<file path="config.mk">
export PLATFORM = sky130hd
export DESIGN_NAME = ddr2_fifo_watermark_monitor
export DESIGN_NICKNAME = d
export VERILOG_FILES = /design/src/rtl/ddr2_fifo_watermark_monitor.sv
export SDC_FILE = /design/constraint.sdc
export NUM_CORES = 1
export LEC_CHECK = 0
export BUFFER_PORTS_ARGS = -buffer_cell sky130_fd_sc_hd__buf_4
export CAP_MARGIN = 5
export CORE_MARGIN = 1
export CORE_UTILIZATION = 40
export CTS_CLUSTER_SIZE = 14
export DETAILED_ROUTE_END_ITERATION = 8
export GPL_TIMING_DRIVEN = 1
export PLACE_DENSITY = 0.58
export SYNTH_ARGS = -nofsm -noshare
export SYNTH_HDL_FRONTEND = slang
export SYNTH_SLANG_ARGS = --single-unit
</file>
<file path="constraint.sdc">
create_clock -name clk -period 4.5 [get_ports clk]
set_input_delay 0.9 -clock clk [delete_from_list [all_inputs] [get_ports clk]]
set_output_delay 0.9 -clock clk [all_outputs]
set_load 0.01 [all_outputs]
</file>
<file path="src/rtl/ddr2_fifo_watermark_monitor.sv">
// ddr2_fifo_watermark_monitor
//   Multi-channel checker for the DDR2 host-side FIFO flow-control contract
//   (fillcount / notfull / push / pop). Per channel it tracks a high-water
//   region with hysteresis, records peak occupancy, flags contract
//   violations and detects drain stalls. All status outputs are registered
//   (1-cycle latency from the sampled inputs).
//
// Ports
//   clk, reset      clock, synchronous active-high reset (beats clear)
//   fillcount       per-channel occupancy, ch i at [i*CNT_W +: CNT_W]
//   notfull         per-channel space-available flag
//   push, pop       per-channel enqueue / dequeue strobes
//   clear           synchronous clear of statistics and sticky flags
//   high_water      channel is in HIGH
//   viol_flag       sticky per-channel violation flag
//   stall_alarm     sticky per-channel drain-stall flag
//   peak_fill       per-channel maximum fillcount seen
//   viol_count      saturating count of cycles with any violation

// Per-channel checker: hysteresis FSM, violation checks, stall counter, peak.
module ddr2_fifo_wm_chan #(
  parameter int CH_ID         = 0,
  parameter int CNT_W         = 7,
  parameter int DEPTH         = 64,
  parameter int HI_MARK       = 33,
  parameter int LO_MARK       = 30,
  parameter int STALL_LIMIT   = 256,
  parameter int FATAL_ON_VIOL = 0
) (
  input  logic             clk,
  input  logic             reset,
  input  logic             clear,
  input  logic             prev_valid,
  input  logic [CNT_W-1:0] fill,
  input  logic             notfull,
  input  logic             push,
  input  logic             pop,
  output logic             high_water,
  output logic             viol_flag,
  output logic             stall_alarm,
  output logic [CNT_W-1:0] peak_fill,
  output logic             viol
);
  localparam int SC_W = $clog2(STALL_LIMIT + 1);
  localparam logic [CNT_W-1:0] HI_C    = CNT_W'(HI_MARK);
  localparam logic [CNT_W-1:0] LO_C    = CNT_W'(LO_MARK);
  localparam logic [CNT_W-1:0] HI_M1_C = CNT_W'(HI_MARK - 1);
  localparam logic [CNT_W-1:0] DEPTH_C = CNT_W'(DEPTH);
  localparam logic [SC_W-1:0]  STL_C   = SC_W'(STALL_LIMIT);

  typedef enum logic {NORMAL = 1'b0, HIGH = 1'b1} state_t;

  state_t state, state_nxt;

  always_ff @(posedge clk) begin
    if (reset) state <= NORMAL;
    else       state <= state_nxt;
  end

  // Hysteresis: values strictly between the marks keep the current state.
  always_comb begin
    state_nxt = state;
    case (state)
      NORMAL:  if (fill >= HI_C) state_nxt = HIGH;
      HIGH:    if (fill <= LO_C) state_nxt = NORMAL;
      default: state_nxt = NORMAL;
    endcase
  end

  assign high_water = (state == HIGH);

  // Accepted strobes and the previous cycle's view, for the conservation check.
  logic             acc_push, acc_pop;
  logic [CNT_W-1:0] prev_fill, exp_fill;
  logic             prev_acc_push, prev_acc_pop;

  assign acc_push = push & notfull;
  assign acc_pop  = pop & (fill != '0);

  always_ff @(posedge clk) begin
    prev_fill     <= fill;
    prev_acc_push <= acc_push;
    prev_acc_pop  <= acc_pop;
  end

  // Wraps mod 2^CNT_W; push+pop together nets to no change.
  assign exp_fill = prev_fill + CNT_W'(prev_acc_push) - CNT_W'(prev_acc_pop);

  // v[0]=V1 overflow attempt, v[1]=V2 underflow, v[2]=V3 over depth,
  // v[3]=V4 fill not conserved, v[4]=V5 spurious back-pressure.
  logic [4:0] v;
  always_comb begin
    v    = '0;
    v[0] = push & ~notfull;
    v[1] = pop & (fill == '0);
    v[2] = fill > DEPTH_C;
    v[3] = prev_valid & (fill != exp_fill);
    v[4] = ~notfull & (fill < HI_M1_C);
  end
  assign viol = |v;

  // Stall counter only runs while staying in HIGH with no pop; anything else
  // (pop, leaving HIGH, being in NORMAL) returns it to zero.
  logic [SC_W-1:0] stall_cnt, cnt_nxt;
  always_comb begin
    cnt_nxt = '0;
    if (state == HIGH && state_nxt == HIGH && !pop)
      cnt_nxt = (stall_cnt == STL_C) ? stall_cnt : stall_cnt + SC_W'(1);
  end

  always_ff @(posedge clk) begin
    if (reset || clear) begin
      stall_cnt   <= '0;
      stall_alarm <= 1'b0;
      viol_flag   <= 1'b0;
      peak_fill   <= '0;
    end else begin
      stall_cnt   <= cnt_nxt;
      stall_alarm <= stall_alarm | (cnt_nxt == STL_C);
      viol_flag   <= viol_flag | viol;
      if (fill > peak_fill) peak_fill <= fill;
    end
  end

`ifndef SYNTHESIS
  always @(posedge clk) begin
    if (!reset) begin
      if (state_nxt != state)
        $display("%0t wm ch%0d %s fill=%0d", $time, CH_ID,
                 (state_nxt == HIGH) ? "NORMAL->HIGH" : "HIGH->NORMAL", fill);
      if (!clear) begin
        for (int k = 0; k < 5; k++)
          if (v[k])
            $display("%0t wm ch%0d violation V%0d fill=%0d notfull=%b push=%b pop=%b exp=%0d",
                     $time, CH_ID, k + 1, fill, notfull, push, pop, exp_fill);
        if (FATAL_ON_VIOL != 0 && viol)
          $fatal(1, "wm ch%0d violation, stopping", CH_ID);
      end
    end
  end
`endif
endmodule

module ddr2_fifo_watermark_monitor #(
  parameter int NUM_CH        = 2,
  parameter int CNT_W         = 7,
  parameter int DEPTH         = 64,
  parameter int HI_MARK       = 33,
  parameter int LO_MARK       = 30,
  parameter int STALL_LIMIT   = 256,
  parameter int VC_W          = 8,
  parameter int FATAL_ON_VIOL = 0
) (
  input  logic                    clk,
  input  logic                    reset,
  input  logic [NUM_CH*CNT_W-1:0] fillcount,
  input  logic [NUM_CH-1:0]       notfull,
  input  logic [NUM_CH-1:0]       push,
  input  logic [NUM_CH-1:0]       pop,
  input  logic                    clear,
  output logic [NUM_CH-1:0]       high_water,
  output logic [NUM_CH-1:0]       viol_flag,
  output logic [NUM_CH-1:0]       stall_alarm,
  output logic [NUM_CH*CNT_W-1:0] peak_fill,
  output logic [VC_W-1:0]         viol_count
);
  logic [NUM_CH-1:0][CNT_W-1:0] fill_a, peak_a;
  logic [NUM_CH-1:0]            ch_viol;
  logic                         prev_valid;

  assign fill_a    = fillcount;
  assign peak_fill = peak_a;

  // First cycle after reset has no meaningful history for the conservation check.
  always_ff @(posedge clk) begin
    if (reset) prev_valid <= 1'b0;
    else       prev_valid <= 1'b1;
  end

  for (genvar i = 0; i < NUM_CH; i++) begin : g_ch
    ddr2_fifo_wm_chan #(
      .CH_ID(i), .CNT_W(CNT_W), .DEPTH(DEPTH), .HI_MARK(HI_MARK),
      .LO_MARK(LO_MARK), .STALL_LIMIT(STALL_LIMIT), .FATAL_ON_VIOL(FATAL_ON_VIOL)
    ) u_ch (
      .clk(clk), .reset(reset), .clear(clear), .prev_valid(prev_valid),
      .fill(fill_a[i]), .notfull(notfull[i]), .push(push[i]), .pop(pop[i]),
      .high_water(high_water[i]), .viol_flag(viol_flag[i]),
      .stall_alarm(stall_alarm[i]), .peak_fill(peak_a[i]), .viol(ch_viol[i])
    );
  end

  // One count per violating cycle regardless of how many channels/checks fired.
  always_ff @(posedge clk) begin
    if (reset || clear)
      viol_count <= '0;
    else if (|ch_viol && viol_count != {VC_W{1'b1}})
      viol_count <= viol_count + VC_W'(1);
  end
endmodule

</file>
After elaboration in Yosys (flattened, before gate mapping). Index checks and enable logic that the tools add are counted.

Register bits: 65. Bits in latches: 0. Bits in writable memories: 0. ROM bits: 0. Bits of input ports: 23. Output and inout port bits: 28. Logic and storage cells: 88. Memories: 0.

$add $sub $neg: 7. Multiply operators: 0. Divide/modulo/power cells: 0. Magnitude comparators: 10. Equality and inequality tests: 7. Shift operators: 0. Mux-type cells: 11. Bitwise gates (word level): 20. Reduce and logical (&&, ||, !) cells: 15.

Operators with widths (count): equality test 9 bit (second input constant) (4); 2-to-1 mux 9 bit (4); adder 9 x 1 -> 9 bit (second input constant) (2); adder 7 x 1 -> 7 bit (2); greater-or-equal comparator 7 x 6 -> 1 bit (second input constant) (2); > comparator 7 bit (2); > comparator 7 bit (second input constant) (2); less-or-equal comparator 7 x 5 -> 1 bit (second input constant) (2); zero test 7 bit (2); < comparator 7 x 6 -> 1 bit (second input constant) (2); != test 7 bit (2); nonzero test 7 bit (2); subtractor 7 x 1 -> 7 bit (2); bitwise AND 1 bit (12); OR reduction 10 bit (1); OR reduction 5 bit (2); adder 8 x 1 -> 8 bit (second input constant) (1); != test 8 bit (second input constant) (1); logical AND 1 bit (5); 2-to-1 mux 1 bit (5); NOT 1 bit (4); bitwise OR 1 bit (4); case mux 1 bit (2 select lines) (2); zero test 1 bit (2); logical OR 1 bit (1).

Logic depth before layout (Yosys ltp).
Word-level depth: 8. Gate-level depth with buffers: 13. Gate-level depth less buffers: 13.

Hierarchy. A second synthesis with hierarchy kept.

Cell total of the unflattened synthesis: 445. Area, all modules: 3872.5 sq um.

By module, submodules not included: ddr2_fifo_wm_chan (g_ch[0].u_ch) (instances 1, cells each 197, area an instance 1740.4 sq um, seq. area each 560.5 sq um); ddr2_fifo_wm_chan (g_ch[1].u_ch) (instances 1, cells each 199, area an instance 1696.6 sq um, seq. area each 560.5 sq um); ddr2_fifo_watermark_monitor (instances 1, cells each 49, area an instance 435.4 sq um, seq. area each 180.2 sq um).

Least setup slack after synthesis. Ideal clock, no wire load.

Kind: input to register. Start point: input fillcount[8]. End point: register viol_count[5]. Library setup time: 0.072 ns. Arrival: 2.736 ns. Data required time: 4.428 ns. Path slack: 1.693 ns. Stages on the path: 8. Buffers on the path: 0. Cells stage by stage: or4_4 o31a_1 a221o_1 a31o_1 o22ai_2 a21oi_2 nand4_1 mux2i_1.

Cells in the longest elaborated chain, start to end: 4. Elaborated cells on any way between the ends: 9. Those cells by class: 2 x order compare; 1 x eq/ne; 3 x bitwise; 3 x reduce/logical.

RTL lines: start: declaration (RTL line 156) `input logic [NUM_CH*CNT_W-1:0] fillcount,`; < comparator 7 x 6 -> 1 bit (tied with other cells) (RTL line 98) `v[4] = ~notfull & (fill < HI_M1_C);`; bitwise AND 1 bit (on tied branches) (RTL line 98, 95, 97); OR reduction 10 bit (*) (RTL line 196) `else if (|ch_viol && viol_count != {VC_W{1'b1}})`; logical AND 1 bit (*) (RTL line 196); end signal: assignment (RTL line 197) `viol_count <= viol_count + VC_W'(1);`; end: declaration (RTL line 165) `output logic [VC_W-1:0] viol_count`.

Mark *: on every way between the ends. The rest lies on a longest branch, timed or not. A chain may end at the register's enable or synchronous reset.

Final worst setup path.
Start point: register g_ch[1].u_ch.prev_fill[0]. End point: register viol_count[5].

Cells in the longest elaborated chain, start to end: 6.

RTL lines: start: declaration (RTL line 74) `logic [CNT_W-1:0] prev_fill, exp_fill;`; start signal: assignment (RTL line 81) `prev_fill <= fill;`; adder 7 x 1 -> 7 bit (RTL line 87) `assign exp_fill = prev_fill + CNT_W'(prev_acc_push) - CNT_W'(prev_acc_pop);`; subtractor 7 x 1 -> 7 bit (RTL line 87); != test 7 bit (RTL line 97) `v[3] = prev_valid & (fill != exp_fill);`; bitwise AND 1 bit (RTL line 97); OR reduction 10 bit (RTL line 196); logical AND 1 bit (RTL line 196).

No other way between the ends.

==> run summary <==
=================================================================================
Outcome ............................................................ complete, no violations
Most common cell after layout, fill and taps aside ................. sky130_fd_sc_hd__dfxtp_1
Core outline area ..................................................     8891 um2
Flop and latch count out of synthesis ..............................           65
EDFF count, synth ..................................................            0
Vias per std cell ..................................................        5.088
Highest clock rate .................................................   0.3330 GHz
Top cells by area in the synthesized netlist ....................... sky130_fd_sc_hd__dfxtp_1 35%, sky130_fd_sc_hd__ha_1 11%, sky130_fd_sc_hd__nor2_1 5.6%
Die Span X .........................................................     98.57 um
Count of antenna-violating nets left after detailed routing ........            0
Antenna cells ......................................................            0
Cell taking the most area after synthesis .......................... sky130_fd_sc_hd__dfxtp_1
Max Root-Sink Buffers ..............................................            2
Max capacitance violation total ....................................            0
DRC violations left ................................................            0
Uppermost signal routing layer after detailed routing ..............         met4
Sequential area share after synthesis ..............................       34.89%
Fraction of registers with async set or reset after synthesis ......           0%
Number of H-tree branching levels ..................................            3
Clock network fraction of design power .............................        37.7%
Iteration-0 DRC count of the detailed router .......................          149
Transition time at the pin with the least slew margin ..............    0.5776 ns
Number of warnings printed during yosys synthesis ..................            0
Period Utilization, post-route .....................................       66.73%
Part of the power in registers .....................................        45.2%
Leakage ............................................................     1.881 nW
Family with the most delay on the worst path .......................  adder cells
Post-synthesis cell type count .....................................           47
Hold_ws ............................................................    0.4635 ns
Die height .........................................................     98.57 um
Last weighted congestion value of the routability-driven placer ....       0.8076
Number of standard-cell rows in the floorplan ......................           34
Total power ........................................................     1.344 mW
Synthesized instance count .........................................          436
Largest net degree at the start of global routing ..................           27
Clock root buffer master ........................................... sky130_fd_sc_hd__clkbuf_8
Routed wire length .................................................      7985 um
Detailed-router iteration count before antenna repair ..............            4
Final period demand of the worst path ..............................     3.003 ns
Wire length on met2 ................................................      3618 um
Overall fraction of global-route tracks in use .....................       17.36%
Net switching component of the power ...............................    0.3567 mW
Avg Inst Size Synth ................................................    8.555 um2
Antenna violations before repair ...................................            0
Most frequent cells in the layout .................................. 65 x sky130_fd_sc_hd__dfxtp_1, 56 x sky130_fd_sc_hd__nor2_1, 50 x sky130_fd_sc_hd__buf_4
Cts repair resizes .................................................            0
Total power density per cell area .................................. 308.7 nW/um2
Setup repair after global routing missed its margin ................        false
Final max-slew violation count .....................................            0
Worst-path cell chain .............................................. inv_1 > ha_1 > inv_1 > ha_1 > fa_1 > xnor2_1 > xnor2_1 > nor4_1 > or4bb_1 > o22ai_2 > a21oi_2 > nand4_1 > mux2i_1
Placed Area ........................................................     4158 um2
Post-synthesis to final-layout area growth .........................       16.71%
Finish-stage setup viols ...........................................            0
Clk pin slew, worst setup/hold paths ...............................      0.07 ns
Maximum fanout count along the critical path .......................            9
Largest stage delay on the critical path ...........................      0.45 ns
Share of cells above drive strength 1 ..............................       14.64%
Synthesized cell area ..............................................     3730 um2
Kind of critical path ..............................................      reg2reg
Setup skew after layout ............................................   0.01012 ns
Post-route cell area ...............................................     4353 um2
First-pass GRT wire length .........................................     13370 um
Effective utilization at floorplan .................................       41.95%
Setup TNS ..........................................................         0 ns
Hold WC Path Type ..................................................      reg2reg
Worst endpoint required time .......................................      4.78 ns
Relative slew margins ..............................................       61.49%
Number of global-route vias before repair ..........................         2810
Global route overflow ..............................................            0
Number of port buffers .............................................           50
Data arrival, critical path ........................................      3.28 ns
Internal cell power ................................................    0.9868 mW
DP HPWL ............................................................      5990 um
Post-CTS setup buffer count ........................................            0
Metal1 wirelength ..................................................      4002 um
Switching power as a share of total power ..........................       26.55%
Clock tree from TritonCTS ..........................................          yes
Hold-fix buffer count after cts ....................................            0
Die ar. ............................................................     9715 um2
Peak ir drop on the vdd network ....................................     141.1 uV
Hold violation total from the final report .........................            0
Commonest register cell after synthesis ............................ sky130_fd_sc_hd__dfxtp_1
Endpoint kind of the worst setup timing path .......................         flop
IO Pins ............................................................           51
Net total in the final layout ......................................          539
Portion of synthesized cell area occupied by the leading cell type .       34.89%
Share of total power in combinational logic ........................        17.1%
Synthesized Nets ...................................................          494
Element type at the critical path start ............................         flop
Worst skew pair latency ............................................      0.35 ns
Total vias in the final route ......................................         3017
Number of clock sinks ..............................................           65
Routed wire length per instance ....................................     13.47 um
Slowest-stage cell, CP ............................................. sky130_fd_sc_hd__or4bb_1
Worst path bufs/invs ...............................................            2
DR WL met3 .........................................................       314 um
Total clock buffers created by CTS .................................            9
=================================================================================
[synthesized netlist by cell type, types with 3 or more instances]
master	count
sky130_fd_sc_hd__ha_1	33
sky130_fd_sc_hd__inv_1	42
sky130_fd_sc_hd__buf_4	6
sky130_fd_sc_hd__a31o_1	4
sky130_fd_sc_hd__dfxtp_1	65
sky130_fd_sc_hd__nor3_1	8
sky130_fd_sc_hd__nor2b_1	3
sky130_fd_sc_hd__and2_1	9
sky130_fd_sc_hd__o22ai_1	3
sky130_fd_sc_hd__o21ai_0	8
sky130_fd_sc_hd__nand2_1	21
sky130_fd_sc_hd__nand4_1	11
sky130_fd_sc_hd__clkbuf_1	9
sky130_fd_sc_hd__a31oi_1	3
sky130_fd_sc_hd__nand3_1	18
sky130_fd_sc_hd__o21a_1	6
sky130_fd_sc_hd__xnor2_1	20
sky130_fd_sc_hd__a21oi_1	25
sky130_fd_sc_hd__and3_1	8
sky130_fd_sc_hd__or3_1	4
sky130_fd_sc_hd__nor2_1	56
sky130_fd_sc_hd__a21o_1	4
sky130_fd_sc_hd__xor2_1	18
sky130_fd_sc_hd__mux2i_1	18
[metal layers]
layer,global-route usage (%),vias to the layer above
met4,6.200,0
met5,0,-
met1,22.66,1380
li1,-,1588
met3,4.965,4
met2,27.41,45
[kinds of logic (layout without fill, tap and decap cells)]
kind of cell             Yosys count  in the layout  share of synthesized area (%)
AO/OA/AOI/OAI                     70             70                          12.51
XOR/XNOR                          38             38                          8.923
adder cells (fa/ha/maj)           35             35                          12.14
buffers and inverters             58            107                          6.441
flip-flops                        65             65                          34.89
multiplexers                      18             18                          4.831
AND/OR/NAND/NOR                  152            152                          20.26
[registers in the layout (all words and copies together) (netlist names)]
signal and cells:
g_ch.u_ch.high_water 2, g_ch.u_ch.peak_fill 14, g_ch.u_ch.prev_acc_pop 2, g_ch.u_ch.prev_acc_push 2, g_ch.u_ch.prev_fill 14, g_ch.u_ch.stall_alarm 2, g_ch.u_ch.stall_cnt 18, g_ch.u_ch.viol_flag 2
prev_valid 1, viol_count 8
[cell type report]
class | count | area [um2]
fill | 894 | 4538
multi-input combinational | 313 | 2188
clock inverter | 3 | 40.04
clock buffer | 12 | 155.1
sequential | 65 | 1301
tap | 108 | 135.1
inverter | 42 | 157.7
timing repair buffer | 50 | 375.4
[metrics by stage]
stage / util (%) / setup WS, ns / cells
finish: 48.96 / 1.497 / 593
global route: 48.96 / 1.264 / 593
CTS: 48.96 / 1.471 / 593
detailed placement: 46.76 / 1.354 / 578
global placement: 46.76 / 1.415 / 578
floorplan: - / 1.693 / 436
[path summary, 6_finish.rpt]
path	from	to	slack (ns)	cells past startpoint
worst max register to register	g_ch[1].u_ch.prev_fill[0]$_DFF_P_	viol_count[5]$_SDFFE_PP0P_	1.50	13
worst min register to register	g_ch[1].u_ch.viol_flag$_SDFF_PP0_	g_ch[1].u_ch.viol_flag$_SDFF_PP0_	0.46	2
worst min-delay path	g_ch[1].u_ch.viol_flag$_SDFF_PP0_	g_ch[1].u_ch.viol_flag$_SDFF_PP0_	0.46	2
worst max-delay path	g_ch[1].u_ch.prev_fill[0]$_DFF_P_	viol_count[5]$_SDFFE_PP0P_	1.50	13
[power by group through the flow]
stage	sequential [mW]	clock (mW)	combinational [mW]
finish	0.607	0.506	0.230
global route	0.610	0.546	0.257
CTS	0.608	0.528	0.231
detailed placement	0.621	0	0.230
global placement	0.621	0	0.226
floorplan	0.621	0	0.161
[tightest hold or removal path, cell delays in order, from the launching register on]
cell	delay [ns]
sky130_fd_sc_hd__dfxtp_1	0.31
sky130_fd_sc_hd__inv_1	0.05
sky130_fd_sc_hd__a21oi_1	0.05
(Power assumes the default switching activity.)
